<file path="config.mk">
export PLATFORM = sky130hd
export DESIGN_NAME = tiny_proc_loader_flat
export DESIGN_NICKNAME = d
export VERILOG_FILES = /design/src/rtl/tiny_proc_loader_if.sv /design/src/rtl/tiny_proc_loader.sv /design/src/flat_wrapper.sv
export SDC_FILE = /design/constraint.sdc
export NUM_CORES = 1
export LEC_CHECK = 0
export ABC_AREA = 1
export CELL_PAD_IN_SITES_DETAIL_PLACEMENT = 0
export CELL_PAD_IN_SITES_GLOBAL_PLACEMENT = 1
export CORE_MARGIN = 2
export CORE_UTILIZATION = 34
export CTS_BUF_LIST = sky130_fd_sc_hd__clkbuf_8 sky130_fd_sc_hd__clkbuf_16
export DETAILED_ROUTE_END_ITERATION = 8
export GPL_ROUTABILITY_DRIVEN = 0
export GPL_TIMING_DRIVEN = 1
export PLACE_DENSITY = 0.88
export SLEW_MARGIN = 5
export SYNTH_ARGS = -nofsm -noshare
export SYNTH_HDL_FRONTEND = slang
export SYNTH_SLANG_ARGS = --single-unit
</file>
<file path="constraint.sdc">
create_clock -name clk -period 1.7 [get_ports clk]
set_clock_uncertainty 0.2 [all_clocks]
set_input_delay 0.255 -clock clk [delete_from_list [all_inputs] [get_ports clk]]
set_output_delay 0.255 -clock clk [all_outputs]
set_load 0.03 [all_outputs]
</file>
<file path="src/rtl/tiny_proc_loader_if.sv">
// Command/response handshake plus processor load/run pins for tiny_proc_loader.
// slave: the loader side; master: the host/harness side.
interface tiny_proc_loader_if;
  logic       cmd_valid;
  logic       cmd_ready;
  logic [1:0] cmd_op;
  logic [3:0] cmd_addr;
  logic [7:0] cmd_data;
  logic       rsp_valid;
  logic       rsp_timeout;
  logic       mosi;
  logic       csi_n;
  logic       csd_n;
  logic       proc_en;
  logic       proc_done;

  modport slave (
    input  cmd_valid, cmd_op, cmd_addr, cmd_data, proc_done,
    output cmd_ready, rsp_valid, rsp_timeout, mosi, csi_n, csd_n, proc_en
  );

  modport master (
    output cmd_valid, cmd_op, cmd_addr, cmd_data, proc_done,
    input  cmd_ready, rsp_valid, rsp_timeout, mosi, csi_n, csd_n, proc_en
  );
endinterface

</file>
<file path="src/rtl/tiny_proc_loader.sv">
// Serial load/run master for the tiny processor; optional run watchdog under LOADER_TIMEOUT_EN.
// Latency: write -> rsp_valid 15 cycles (GAP_CYCLES=2); run -> rsp_valid the cycle after proc_done sampled high.
// Backpressure: cmd_ready only in IDLE; one command in flight, cmd_* ignored while busy.
module tiny_proc_loader #(
  parameter int GAP_CYCLES = 2,
  parameter int TIMEOUT    = 255,
  parameter int TIMEOUT_W  = 8
) (
  input logic             clk,
  input logic             rst_n,
  tiny_proc_loader_if.slave bus
);
  localparam int GAP_W = (GAP_CYCLES > 1) ? $clog2(GAP_CYCLES) : 1;

  typedef enum logic [2:0] {IDLE, SHIFT, GAP, RUN_BUSY, RUN_DONE} state_t;

  state_t             state;
  state_t             state_nxt;
  logic [11:0]        frame;
  logic               sel_d;
  logic [3:0]         bit_cnt;
  logic [GAP_W-1:0]   gap_cnt;
  logic               run_q;
  logic               rsp_vld_q;
  logic               rsp_tmo_q;
  logic               rsp_set;
  logic               tmo_set;
  logic               accept;
  logic               tmo_hit;

  assign bus.cmd_ready = (state == IDLE) && rst_n;
  assign accept        = bus.cmd_valid && bus.cmd_ready;

`ifdef LOADER_TIMEOUT_EN
  logic [TIMEOUT_W-1:0] tmo_cnt;

  // Hit on the edge where the count would reach TIMEOUT.
  assign tmo_hit = (tmo_cnt == TIMEOUT_W'(TIMEOUT - 1));

  always_ff @(posedge clk) begin
    if (!rst_n) begin
      tmo_cnt <= '0;
    end else if (accept && bus.cmd_op == 2'b10) begin
      tmo_cnt <= '0;
    end else if (state == RUN_BUSY || state == RUN_DONE) begin
      tmo_cnt <= tmo_cnt + 1'b1;
    end
  end
`else
  assign tmo_hit = 1'b0;
`endif

  always_comb begin
    state_nxt = state;
    rsp_set   = 1'b0;
    tmo_set   = 1'b0;
    case (state)
      IDLE: begin
        if (accept) begin
          case (bus.cmd_op)
            2'b00, 2'b01: state_nxt = SHIFT;
            2'b10:        state_nxt = RUN_BUSY;
            default:      rsp_set   = 1'b1;
          endcase
        end
      end
      SHIFT: begin
        if (bit_cnt == 4'd11) state_nxt = GAP;
      end
      GAP: begin
        if (gap_cnt == GAP_W'(GAP_CYCLES - 1)) begin
          state_nxt = IDLE;
          rsp_set   = 1'b1;
        end
      end
      RUN_BUSY: begin
        if (tmo_hit) begin
          state_nxt = IDLE;
          rsp_set   = 1'b1;
          tmo_set   = 1'b1;
        end else if (!bus.proc_done) begin
          state_nxt = RUN_DONE;
        end
      end
      RUN_DONE: begin
        // Completion takes priority over a watchdog hit on the same edge.
        if (bus.proc_done) begin
          state_nxt = IDLE;
          rsp_set   = 1'b1;
        end else if (tmo_hit) begin
          state_nxt = IDLE;
          rsp_set   = 1'b1;
          tmo_set   = 1'b1;
        end
      end
      default: state_nxt = IDLE;
    endcase
  end

  always_ff @(posedge clk) begin
    if (!rst_n) begin
      state     <= IDLE;
      frame     <= '0;
      sel_d     <= 1'b0;
      bit_cnt   <= '0;
      gap_cnt   <= '0;
      run_q     <= 1'b0;
      rsp_vld_q <= 1'b0;
      rsp_tmo_q <= 1'b0;
    end else begin
      state     <= state_nxt;
      rsp_vld_q <= rsp_set;
      rsp_tmo_q <= tmo_set;
      run_q     <= (state_nxt == RUN_BUSY) || (state_nxt == RUN_DONE);
      bit_cnt   <= (state == SHIFT) ? bit_cnt + 1'b1 : 4'd0;
      gap_cnt   <= (state == GAP) ? gap_cnt + 1'b1 : '0;
      if (accept && !bus.cmd_op[1]) begin
        frame <= {bus.cmd_data, bus.cmd_addr};
        sel_d <= bus.cmd_op[0];
      end
    end
  end

  assign bus.mosi    = (state == SHIFT) ? frame[bit_cnt] : 1'b0;
  assign bus.csi_n   = !((state == SHIFT) && !sel_d);
  assign bus.csd_n   = !((state == SHIFT) && sel_d);
  // Gating on proc_done drops enable the same cycle the processor goes idle.
  assign bus.proc_en = run_q && ((state == RUN_BUSY) ||
                                 ((state == RUN_DONE) && !bus.proc_done));
  assign bus.rsp_valid = rsp_vld_q;
`ifdef LOADER_TIMEOUT_EN
  assign bus.rsp_timeout = rsp_tmo_q;
`else
  assign bus.rsp_timeout = 1'b0 & rsp_tmo_q;
`endif
endmodule

</file>
<file path="src/flat_wrapper.sv">
// flat-port wrapper written by rule: the top's interface ports become plain ports
module tiny_proc_loader_flat 
#(
  parameter int GAP_CYCLES = 2,
  parameter int TIMEOUT    = 255,
  parameter int TIMEOUT_W  = 8
)
  (clk, rst_n, bus_cmd_valid, bus_cmd_op, bus_cmd_addr, bus_cmd_data, bus_proc_done, bus_cmd_ready, bus_rsp_valid, bus_rsp_timeout, bus_mosi, bus_csi_n, bus_csd_n, bus_proc_en);
  tiny_proc_loader_if bus_i ();
  input logic clk;
  input logic rst_n;
  input wire logic [$bits(bus_i.cmd_valid)-1:0] bus_cmd_valid;
  input wire logic [$bits(bus_i.cmd_op)-1:0] bus_cmd_op;
  input wire logic [$bits(bus_i.cmd_addr)-1:0] bus_cmd_addr;
  input wire logic [$bits(bus_i.cmd_data)-1:0] bus_cmd_data;
  input wire logic [$bits(bus_i.proc_done)-1:0] bus_proc_done;
  output wire logic [$bits(bus_i.cmd_ready)-1:0] bus_cmd_ready;
  output wire logic [$bits(bus_i.rsp_valid)-1:0] bus_rsp_valid;
  output wire logic [$bits(bus_i.rsp_timeout)-1:0] bus_rsp_timeout;
  output wire logic [$bits(bus_i.mosi)-1:0] bus_mosi;
  output wire logic [$bits(bus_i.csi_n)-1:0] bus_csi_n;
  output wire logic [$bits(bus_i.csd_n)-1:0] bus_csd_n;
  output wire logic [$bits(bus_i.proc_en)-1:0] bus_proc_en;
  assign bus_i.cmd_valid = bus_cmd_valid;
  assign bus_i.cmd_op = bus_cmd_op;
  assign bus_i.cmd_addr = bus_cmd_addr;
  assign bus_i.cmd_data = bus_cmd_data;
  assign bus_i.proc_done = bus_proc_done;
  assign bus_cmd_ready = bus_i.cmd_ready;
  assign bus_rsp_valid = bus_i.rsp_valid;
  assign bus_rsp_timeout = bus_i.rsp_timeout;
  assign bus_mosi = bus_i.mosi;
  assign bus_csi_n = bus_i.csi_n;
  assign bus_csd_n = bus_i.csd_n;
  assign bus_proc_en = bus_i.proc_en;
  tiny_proc_loader #(.GAP_CYCLES(GAP_CYCLES), .TIMEOUT(TIMEOUT), .TIMEOUT_W(TIMEOUT_W)) u_core (.clk(clk), .rst_n(rst_n), .bus(bus_i));
endmodule
</file>
## After elaboration in Yosys (flattened, before gate mapping)

Cells that the tools add are included.

- Flip-flop bits (word level): 23
- Input bits: 18
- Word-level logic and storage cells: 54
- Output and inout port bits: 7

- Muxes and demuxes: 15
- Reductions and logical operators: 20
- Equal/unequal tests: 9
- Order comparisons: 1
- Add/subtract/negate cells: 2

Operator list:

| kind | number |
|---|---|
| two-way mux 3 bit | 5 |
| case mux 3 bit (5 select lines) | 1 |
| equality test 3 x 2 -> 1 bit, second input constant | 3 |
| logical AND 1 bit | 7 |
| equality test 3 bit, second input constant | 2 |
| two-way mux 1 bit | 6 |
| case mux 3 bit (2 select lines) | 1 |
| logical NOT 1 bit | 5 |
| < comparator 4 x 5 -> 1 bit, second input constant | 1 |
| adder 4 x 1 -> 4 bit, second input constant | 1 |
| binary-select mux 1 bit (select 4 bit) | 1 |
| equality test 4 bit, second input constant | 1 |
| AND reduction 2 bit | 2 |
| equality test 3 x 1 -> 1 bit, second input constant | 1 |
| logical NOT 3 bit | 1 |
| case mux 1 bit (3 select lines) | 1 |
| OR reduction 3 bit | 1 |
| equality test 2 x 1 -> 1 bit, second input constant | 1 |
| equality test 2 bit, second input constant | 1 |
| logical NOT 2 bit | 1 |
| logical OR 1 bit | 2 |
| OR reduction 2 bit | 1 |
| adder 1 bit, second input constant | 1 |

## Depth between registers and ports, before layout

Gate-level depths: netlist of run 1.

- Word-level depth: 7
- Gate-level depth with buffers: 9
- Depth with buffers taken out: 8

## Least setup slack after synthesis of run 1

Ideal clock, no wire load.

- Path type: register -> output
- Start point: reg u_core.bit_cnt[0]
- End point: out bus_mosi
- Slack: -0.073 ns
- Cell stages (with the launch flop): 7
- Path buffers: 1
- Arrival: 1.318 ns
- Required time: 1.245 ns
- Cell sequence: dfxtp_1 > buf_2 > inv_1 > nor2_1 > o21ai_0 > nand3_1 > a21oi_1

- Cells in the longest elaborated chain, start to end: 3

Ends and longest elaborated chain:

| element | line | text |
|---|---|---|
| start: declaration | tiny_proc_loader.sv:21 | `logic [3:0] bit_cnt;` |
| start signal: assignment | tiny_proc_loader.sv:115 | `bit_cnt <= (state == SHIFT) ? bit_cnt + 1'b1 : 4'd0;` |
| binary-select mux 1 bit (select 4 bit) | tiny_proc_loader.sv:124 | `assign bus.mosi = (state == SHIFT) ? frame[bit_cnt] : 1'b0;` |
| two-way mux 1 bit (implied by the code) | tiny_proc_loader.sv:124 |  |
| two-way mux 1 bit | tiny_proc_loader.sv:124 |  |
| end: declaration | flat_wrapper.sv:20 | `output wire logic [$bits(bus_i.mosi)-1:0] bus_mosi;` |

No other way between the ends. The select of a mux whose other input is x is not followed.

## Worst setup path in the final report of run 1

Same ends and word-level chain as after synthesis.

==> results of run 1 <==
## cell usage after synthesis
cell type	instances
o21a_1	1
a21oi_2	2
clkbuf_1	1
o211ai_1	2
nand4_2	1
inv_1	15
o21ai_0	7
conb_1	1
buf_2	1
nor2_2	1
a21oi_1	7
nand4_1	3
ha_1	1
nor3_1	2
nor2_1	35
nor2_4	1
or2_2	2
buf_6	2
inv_2	4
a31oi_1	1
buf_4	2
o21ai_1	13
dfxtp_1	23
nand3_1	10
nand2_1	18
## layout make-up
| cell class | count | area (um^2) | share of cell area (%) |
|---|---|---|---|
| Multi-Input combinational cell | 108 | 576 | 35.4 |
| Tap cell | 44 | 55.1 | 3.39 |
| Clock inverter | 1 | 3.75 | 0.231 |
| Sequential cell | 23 | 469 | 28.9 |
| Timing Repair Buffer | 43 | 408 | 25.1 |
| Clock buffer | 3 | 41.3 | 2.54 |
| Inverter | 19 | 71.3 | 4.39 |
## path summary, 6_finish.rpt
check                     from               to  slack, ns
max          u_core.bit_cnt[0]         bus_mosi      -0.12
min            u_core.frame[3]  u_core.frame[3]       0.29
max reg2reg    u_core.state[1]     u_core.run_q       0.05
min reg2reg    u_core.frame[3]  u_core.frame[3]       0.29
## power by group through the flow
stage / Sequential, W / Clock, W / Combinational (W)
5_1_grt: 0.000623 / 0.000368 / 0.000473
2_1_floorplan: 0.000621 / 0 / 0.000225
6_report: 0.000619 / 0.000329 / 0.000433
3_5_place_dp: 0.000624 / 0 / 0.000341
4_1_cts: 0.000616 / 0.000338 / 0.000375
3_3_place_gp: 0.000623 / 0 / 0.000333
## registers in the layout (all words and copies together) (netlist names)
signal	flops
u_core.run_q	1
u_core.bus.rsp_valid	1
u_core.bit_cnt	4
u_core.state	3
u_core.gap_cnt	1
u_core.frame	12
u_core.sel_d	1
## layer usage
layer | global-route usage (%) | wire, um
met1 | 16.9 | 1240
met2 | 29.8 | 1300
met3 | 2.99 | 105
met4 | 5.59 | 25
met5 | 0 | 0
## timing repair
action                     4_1_cts  5_1_grt
buffers inserted                 7        2
setup endpoints to repair        4        6
cloned                           0        0
resized for setup               17       24
pin swaps                        2        4
## metrics by stage
step | setup TNS [ns] | cells | hold WS [ns]
detailed placement | -0.150 | 228 | 0.275
CTS | -0.235 | 239 | 0.287
global route | -0.404 | 241 | 0.306
floorplan | 0 | 156 | 0.190
finish | -0.176 | 241 | 0.287
global placement | -0.0510 | 228 | 0.267
## cell usage in the layout, fill, tap and decap left out, types with 5 or more instances in the layout
cell,n
clkdlybuf4s50_1,17
dfxtp_1,18
o21ai_1,15
nor2_1,35
buf_6,11
inv_2,6
buf_4,14
inv_1,14
nand3_1,6
nand2_1,14
a21oi_1,5
o21ai_0,5
## cell families (layout without fill, tap and decap cells)
| logic type | count (synthesis) | in the layout | share of synthesized area (%) |
|---|---|---|---|
| AND/OR/NAND/NOR | 73 | 73 | 29.2 |
| AO/OA/AOI/OAI | 33 | 33 | 16.6 |
| buffers and inverters | 25 | 66 | 10.7 |
| flip-flops | 23 | 23 | 42.0 |
| adder cells (fa/ha/maj) | 1 | 1 | 1.14 |
| other | 1 | 1 | 0.342 |
## worst min-delay path, stage by stage (launching register included)
cell	delay (ns)
dfxtp_1	0.30
inv_1	0.08
a21oi_2	0.06
==> impl_metrics.csv, run 1 <==
group,metric,value,unit
power,p_clk_share,23.8,%
floorplanning,die_width,60.8,um
global_routing,global_route.overflow_total,0,
power,p_leak,0.716,nW
global_routing,antenna_found_initial,0,
detailed_routing,drt-initial-drc-count,47,
timing,setup_viol_count_final,2,
worst_setup_path,cp.depth,7,
layout,areaGrowthSynthToFinish,48.2,%
synthesis,netlist.top_cell.by_area,"dfxtp_1",
worst_setup_path,critical_path_class,"reg2out",
detailed_routing,via_per_inst,4.63,
power,power.density,850,nW/um^2
power,p_int,0.000962,W
synthesis,yosysWarningCount,0,
worst_setup_path,cell_depth_of_the_worst_flop_to_flop_path,12,
outcome,outcome,"finished with violations",
timing,timing.final.crit_share,107,%
global_routing,first_global_vias,1076,
floorplanning,die-area,3690,um^2
timing,postLayoutSetupSlackWorst,-0.115,ns
layout,antennaDiodeCount,0,
cts,cts.reportedPaths.clkPinSlew,0.08,ns
timing,hold_viol,0,
cts,cts_hold_repair.buffers,0,
timing,fin_crit,1.82,ns
synthesis,seq_area_frac_synth,42.0,%
global_routing,global_route_wire_length_before_repair,4360,um
worst_setup_path,critical_path.slowest_cell,"dfxtp_4",
synthesis,netlist.area_leader.share,42.0,%
synthesis,syn-mean-instance-area,7.03,um^2
placement,detailed_place_hpwl,1890,um
power,vdd_drop_max,0.367,mV
synthesis,syn_inst_count,156,
worst_setup_path,cp-start-kind,"register",
layout,nNetsFinal,217,
worst_setup_path,worst-endpoint-required,1.24,ns
outcome,failing_checks,"negative setup slack",
layout,fin_area,1620,um^2
timing,report.final.slew_viol_count,0,
layout,share_of_layout_cells_above_drive_strength_1,28.4,%
synthesis,synth.distinct_cells,25,
synthesis,ys_ff_latch,23,
power,p_seq_share,44.8,%
synthesis,synth.area.top_cells,"dfxtp_1, nor2_1, nand2_1",
synthesis,cell_area_after_technology_mapping,1100,um^2
cts,clock_root_buffer,"clkbuf_8",
floorplanning,floorplan.initialDensity,35.9,%
detailed_routing,routed_wirelength_normalized_by_instance_count,11.1,um
cts,cts_max_level,1,
hold_path,min_delay_path_depth,2,
global_routing,largest_net_degree_at_the_start_of_global_routing,16,
flow_run,max_cap_viol_count,0,
cts,cts_made_buffers,3,
cts,cts_buffer_depth,2,
worst_setup_path,critical_path_peak_fanout,8,
layout,utilization,53.2,%
timing,max_freq,551,MHz
floorplanning,rows,20,
placement,place_ws,-0.0709,ns
detailed_routing,detail_route.drc_violations,0,
cts,clkLatencyLatePin,0.26,ns
worst_setup_path,crit_arrival,1.36,ns
placement,dpl_cell_area,1410,um^2
synthesis,synth_fp_nets,175,
worst_setup_path,critPathBufInv,1,
layout,fillCellCount,305,
global_routing,groute.usage.overall,15.6,%
power,totalPowerFinal,0.00138,W
detailed_routing,dr.pass1.iters,4,
power,share_comb_of_total_power,31.4,%
worst_setup_path,critPathTopFamily,"flip-flops",
cts,tritoncts_clock_tree,"done",
detailed_routing,total_routed_length,2660,um
floorplanning,floorplan.core_area,3050,um^2
worst_setup_path,critPathMaxStageDelay,0.40,ns
power,power.net_switching,0.000418,W
worst_setup_path,crit_chain,"nor2_1 -> nor2_1 -> o21ai_1 -> o21ai_1 -> nand3_1 -> a21oi_2 -> buf_6",
worst_setup_path,critical_path.endpoint_type,"output pin",
detailed_routing,vias,1115,
timing,rsz0062_at_grt,"true",
floorplanning,die_h,60.8,um
cts,clock-sinks,23,
detailed_routing,ant_nets,0,
floorplanning,top_level_ports,25,
power,netSwitchingFraction,30.3,%
placement,count_of_input_and_output_buffers,23,
hold_path,min-delay-path-class,"reg2reg",
Power figures use the tool's default switching activity.
==> run 2: changes to the inputs <==
--- a/config.mk
+++ b/config.mk
@@ -6,7 +6,7 @@
 export NUM_CORES = 1
 export LEC_CHECK = 0
 export ABC_AREA = 1
-export CELL_PAD_IN_SITES_DETAIL_PLACEMENT = 0
+export CELL_PAD_IN_SITES_DETAIL_PLACEMENT = 1
 export CELL_PAD_IN_SITES_GLOBAL_PLACEMENT = 1
 export CORE_MARGIN = 2
 export CORE_UTILIZATION = 34
==> impl_metrics.csv, run 2 (synthesis gave the netlist of run 1 again) <==
group,metric,value,unit
power,totalPowerFinal,0.00142,W
detailed_routing,drt-initial-drc-count,20,
hold_path,min-delay-path-class,"reg2reg",
cts,cts_made_buffers,3,
detailed_routing,detail_route.drc_violations,0,
power,power.density,885,nW/um^2
timing,timing.final.crit_share,112,%
detailed_routing,routed_wirelength_normalized_by_instance_count,14.3,um
detailed_routing,via_per_inst,4.90,
cts,cts.reportedPaths.clkPinSlew,0.08,ns
layout,largest_register_ffs,12,
floorplanning,die_h,60.8,um
cts,cts_hold_repair.buffers,0,
timing,postLayoutSetupSlackWorst,-0.199,ns
layout,nNetsFinal,214,
global_routing,antenna_found_initial,0,
cts,clock_root_buffer,"clkbuf_8",
layout,multi_input_comb_area,571,um^2
floorplanning,rows,20,
floorplanning,die-area,3690,um^2
cts,clkLatencyLatePin,0.27,ns
outcome,failing_checks,"negative setup slack",
timing,report.final.slew_viol_count,0,
cts,clock-sinks,23,
layout,antennaDiodeCount,0,
layout,reg_top3,"u_core.frame x12, u_core.bit_cnt x4, u_core.state x3",
global_routing,global_route_wire_length_before_repair,5280,um
flow_run,max_cap_viol_count,0,
global_routing,first_global_vias,1233,
timing,max_freq,527,MHz
layout,fin_area,1610,um^2
detailed_routing,ant_nets,0,
worst_setup_path,critical_path_class,"reg2out",
detailed_routing,vias,1167,
placement,count_of_input_and_output_buffers,23,
global_routing,global_route.overflow_total,0,
floorplanning,floorplan.initialDensity,35.9,%
layout,fillCellCount,402,
layout,seq_area,469,um^2
floorplanning,die_width,60.8,um
cts,cts_buffer_depth,2,
placement,detailed_place_hpwl,2450,um
cts,cts_max_level,1,
floorplanning,top_level_ports,25,
timing,setup_viol_count_final,2,
floorplanning,floorplan.core_area,3050,um^2
power,vdd_drop_max,0.370,mV
layout,layout.cells.most_common,"nor2_1",
detailed_routing,dr.pass1.iters,2,
worst_setup_path,crit_arrival,1.44,ns
layout,areaGrowthSynthToFinish,46.7,%
layout,most-common-layout-cells,"nor2_1, dfxtp_1, clkdlybuf4s50_1",
global_routing,groute.usage.overall,19.6,%
power,p_leak,0.694,nW
detailed_routing,total_routed_length,3410,um
worst_setup_path,cp-start-kind,"register",
layout,post_layout_nonfiller_instances,238,
worst_setup_path,worst-endpoint-required,1.24,ns
placement,dp.cells,228,
global_routing,largest_net_degree_at_the_start_of_global_routing,16,
timing,rsz0062_at_grt,"true",
worst_setup_path,critical_path.endpoint_type,"output pin",
layout,largest_register,"u_core.frame",
layout,share_of_layout_cells_above_drive_strength_1,27.3,%
cts,tritoncts_clock_tree,"done",
worst_setup_path,critical_path_peak_fanout,8,
placement,dpl_cell_area,1410,um^2
timing,hold_viol,0,
outcome,outcome,"finished with violations",
timing,fin_crit,1.90,ns
==> run 2: path summary, 6_finish.rpt <==
check | end | start | depth (start not counted) | slack, ns
setup / recovery | bus_mosi | u_core.bit_cnt[0] | 7 | -0.20
hold / removal | u_core.frame[5] | u_core.frame[5] | 2 | 0.28
hold reg to reg | u_core.frame[5] | u_core.frame[5] | 2 | 0.28
setup reg to reg | u_core.sel_d | u_core.state[1] | 8 | 0.09
==> run 2: worst max-delay path, cell delays in order, from the launching register on <==
cell and delay, ns:
dfxtp_4 0.41, nor2_1 0.06, nor2_1 0.10, o21ai_1 0.10, nand3_1 0.11, nand3_2 0.09
a21oi_2 0.16, buf_6 0.15
==> run 2: repair_timing <==
item | in CTS | in global routing
pin swaps | 5 | 5
cloned | 0 | 0
endpoints found under the setup margin | 4 | 13
resized for setup | 25 | 21
buffers inserted | 3 | 3
==> run 2: final cells by class <==
cell class              instances  share of cell area (%)
flip-flops and latches         23                    29.2
multi-input cells             108                    35.5
clock buffers                   3                    2.57
inverters                      19                    4.90
clock inverters                 1                   0.233
repair buffers                 40                    24.2
well taps                      44                    3.42
==> run 2: metrics by stage <==
| stage | util (%) | setup TNS [ns] | setup slack [ns] | hold slack [ns] |
|---|---|---|---|---|
| 5_1_grt | 52.7 | -0.428 | -0.277 | 0.307 |
| 3_3_place_gp | 46.2 | -0.0510 | -0.0329 | 0.267 |
| 6_report | 52.7 | -0.235 | -0.199 | 0.285 |
| 4_1_cts | 49.8 | -0.248 | -0.210 | 0.285 |
| 2_1_floorplan | - | 0 | 0.0610 | 0.190 |
| 3_5_place_dp | 46.2 | -0.944 | -0.127 | 0.273 |
==> run 2: metal layers <==
metal / part of all wire (%) / wire length [um] / global-route usage, %
met5: 0 / 0 / 0
met4: 2.7 / 92 / 11.2
met3: 3.5 / 118 / 3.20
met2: 55 / 1880 / 36.1
met1: 39 / 1330 / 20.8
==> run 2: power by group <==
part,switching (W),internal (W)
sequential,0.0000318,0.000589
combinational,0.000240,0.000218
clock,0.000182,0.000162
total,0.000455,0.000969
==> run 3: changes to the inputs <==
--- a/config.mk
+++ b/config.mk
@@ -15,7 +15,8 @@
 export GPL_ROUTABILITY_DRIVEN = 0
 export GPL_TIMING_DRIVEN = 1
 export PLACE_DENSITY = 0.88
-export SLEW_MARGIN = 5
+export REMOVE_ABC_BUFFERS = 1
+export SLEW_MARGIN = 10
 export SYNTH_ARGS = -nofsm -noshare
 export SYNTH_HDL_FRONTEND = slang
 export SYNTH_SLANG_ARGS = --single-unit
==> impl_metrics.csv, run 3 (synthesis gave the netlist of run 1 again) <==
group,metric,value,unit
detailed_routing,detail_route.drc_violations,0,
global_routing,largest_net_degree_at_the_start_of_global_routing,16,
worst_setup_path,critical_path.endpoint_type,"output pin",
worst_setup_path,critical_path_class,"reg2out",
layout,multi_input_comb_area,566,um^2
worst_setup_path,cell_depth_of_the_worst_flop_to_flop_path,9,
outcome,failing_checks,"negative setup slack",
layout,antennaDiodeCount,0,
hold_path,min-delay-path-class,"reg2reg",
floorplanning,rows,20,
timing,report.final.slew_viol_count,0,
placement,dp.cells,232,
worst_setup_path,timing.rr.start,"u_core.bit_cnt[0]",
cts,tritoncts_clock_tree,"done",
floorplanning,die_width,60.8,um
detailed_routing,total_routed_length,3400,um
worst_setup_path,critPathLaunch,"u_core.bit_cnt[0]",
timing,timing.final.crit_share,111,%
hold_path,min_delay_path_depth,2,
timing,hold_viol,0,
detailed_routing,routed_wirelength_normalized_by_instance_count,14.0,um
global_routing,first_global_vias,1305,
cts,cts_max_level,1,
floorplanning,die_h,60.8,um
cts,clock-sinks,23,
power,vdd_drop_max,0.374,mV
global_routing,global_route_wire_length_before_repair,5660,um
detailed_routing,via_per_inst,4.85,
floorplanning,die-area,3690,um^2
power,power.density,873,nW/um^2
hold_path,holdCritStartpoint,"u_core.frame[5]",
layout,nNetsFinal,219,
layout,layout.cells.most_common,"nor2_1",
detailed_routing,drt-initial-drc-count,34,
timing,max_freq,528,MHz
layout,areaGrowthSynthToFinish,49.2,%
worst_setup_path,cp-start-kind,"register",
placement,count_of_input_and_output_buffers,23,
global_routing,global_route.overflow_total,0,
floorplanning,top_level_ports,25,
layout,fillCellCount,400,
cts,cts.reportedPaths.clkPinSlew,0.09,ns
layout,share_of_layout_cells_above_drive_strength_1,29.6,%
worst_setup_path,critical_path_peak_fanout,6,
global_routing,antenna_found_initial,0,
timing,rsz0062_at_grt,"true",
layout,largest_register,"u_core.frame",
floorplanning,floorplan.core_area,3050,um^2
placement,place_ws,-0.121,ns
timing,postLayoutSetupSlackWorst,-0.192,ns
global_routing,groute.usage.overall,20.7,%
placement,dpl_cell_area,1440,um^2
placement,detailed_place_hpwl,2400,um
floorplanning,floorplan.initialDensity,35.9,%
cts,cts_made_buffers,3,
layout,fin_area,1640,um^2
power,totalPowerFinal,0.00143,W
detailed_routing,dr.pass1.iters,4,
cts,cts_buffer_depth,2,
layout,reg_top3,"u_core.frame x12, u_core.bit_cnt x4, u_core.state x3",
layout,largest_register_ffs,12,
worst_setup_path,worst-endpoint-required,1.24,ns
layout,most-common-layout-cells,"nor2_1, dfxtp_1, clkdlybuf4s50_1",
power,p_leak,0.706,nW
timing,setup_viol_count_final,2,
flow_run,max_cap_viol_count,0,
detailed_routing,ant_nets,0,
outcome,outcome,"finished with violations",
layout,seq_area,469,um^2
cts,clock_root_buffer,"clkbuf_8",
layout,post_layout_nonfiller_instances,243,
detailed_routing,vias,1179,
timing,fin_crit,1.89,ns
worst_setup_path,crit_arrival,1.44,ns
cts,clkLatencyLatePin,0.27,ns
-- run 3: worst max-delay path, stage by stage (launching register included) --
cell     delay, ns
dfxtp_4       0.40
buf_6         0.13
nor2_2        0.03
nor2_1        0.07
o21ai_1       0.06
o21ai_1       0.07
nand3_1       0.09
a21oi_2       0.16
buf_6         0.15
-- run 3: path summary, 6_finish.rpt --
kind                                   endpoint  slack, ns
worst max register to register     u_core.run_q       0.03
worst max-delay path                   bus_mosi      -0.19
worst min-delay path            u_core.frame[5]       0.30
worst min register to register  u_core.frame[5]       0.30
-- run 3: report_power, final --
| part | switching [W] | internal, W | total (W) |
|---|---|---|---|
| registers | 0.0000314 | 0.000589 | 0.000620 |
| clock network | 0.000183 | 0.000166 | 0.000349 |
| logic | 0.000234 | 0.000223 | 0.000457 |
-- run 3: cell type report --
class	count	area share (%)
Multi-Input combinational cell	108	34.6
Sequential cell	23	28.7
Timing Repair Buffer	45	25.9
Inverter	19	4.51
Tap cell	44	3.37
Clock buffer	3	2.52
Clock inverter	1	0.459
-- run 3: routing by layer --
| metal | track usage [%] | share of wire (%) | vias up |
|---|---|---|---|
| met3 | 2.56 | 2.6 | 7 |
| met5 | 0 | 0 | - |
| li1 | - | - | 586 |
| met2 | 40.1 | 55 | 20 |
| met1 | 22.8 | 41 | 566 |
| met4 | 7.14 | 1.5 | 0 |
-- run 3: per-stage QoR --
stage          TNS, ns  hold WS, ns  utilization, %
6_report        -0.246        0.303            53.6
5_1_grt         -0.600        0.332            53.6
4_1_cts         -0.333        0.301            51.1
3_5_place_dp     -1.03        0.281            47.1
3_3_place_gp    -0.267        0.264            47.1
2_1_floorplan  -0.0589        0.190               -
-- run 3: timing repair --
action / CTS / global route
setup buffers: 4 / 3
endpoints found under the setup margin: 4 / 8
pin swaps: 6 / 2
gates resized for setup: 23 / 21
hold buffers: 0 / 0
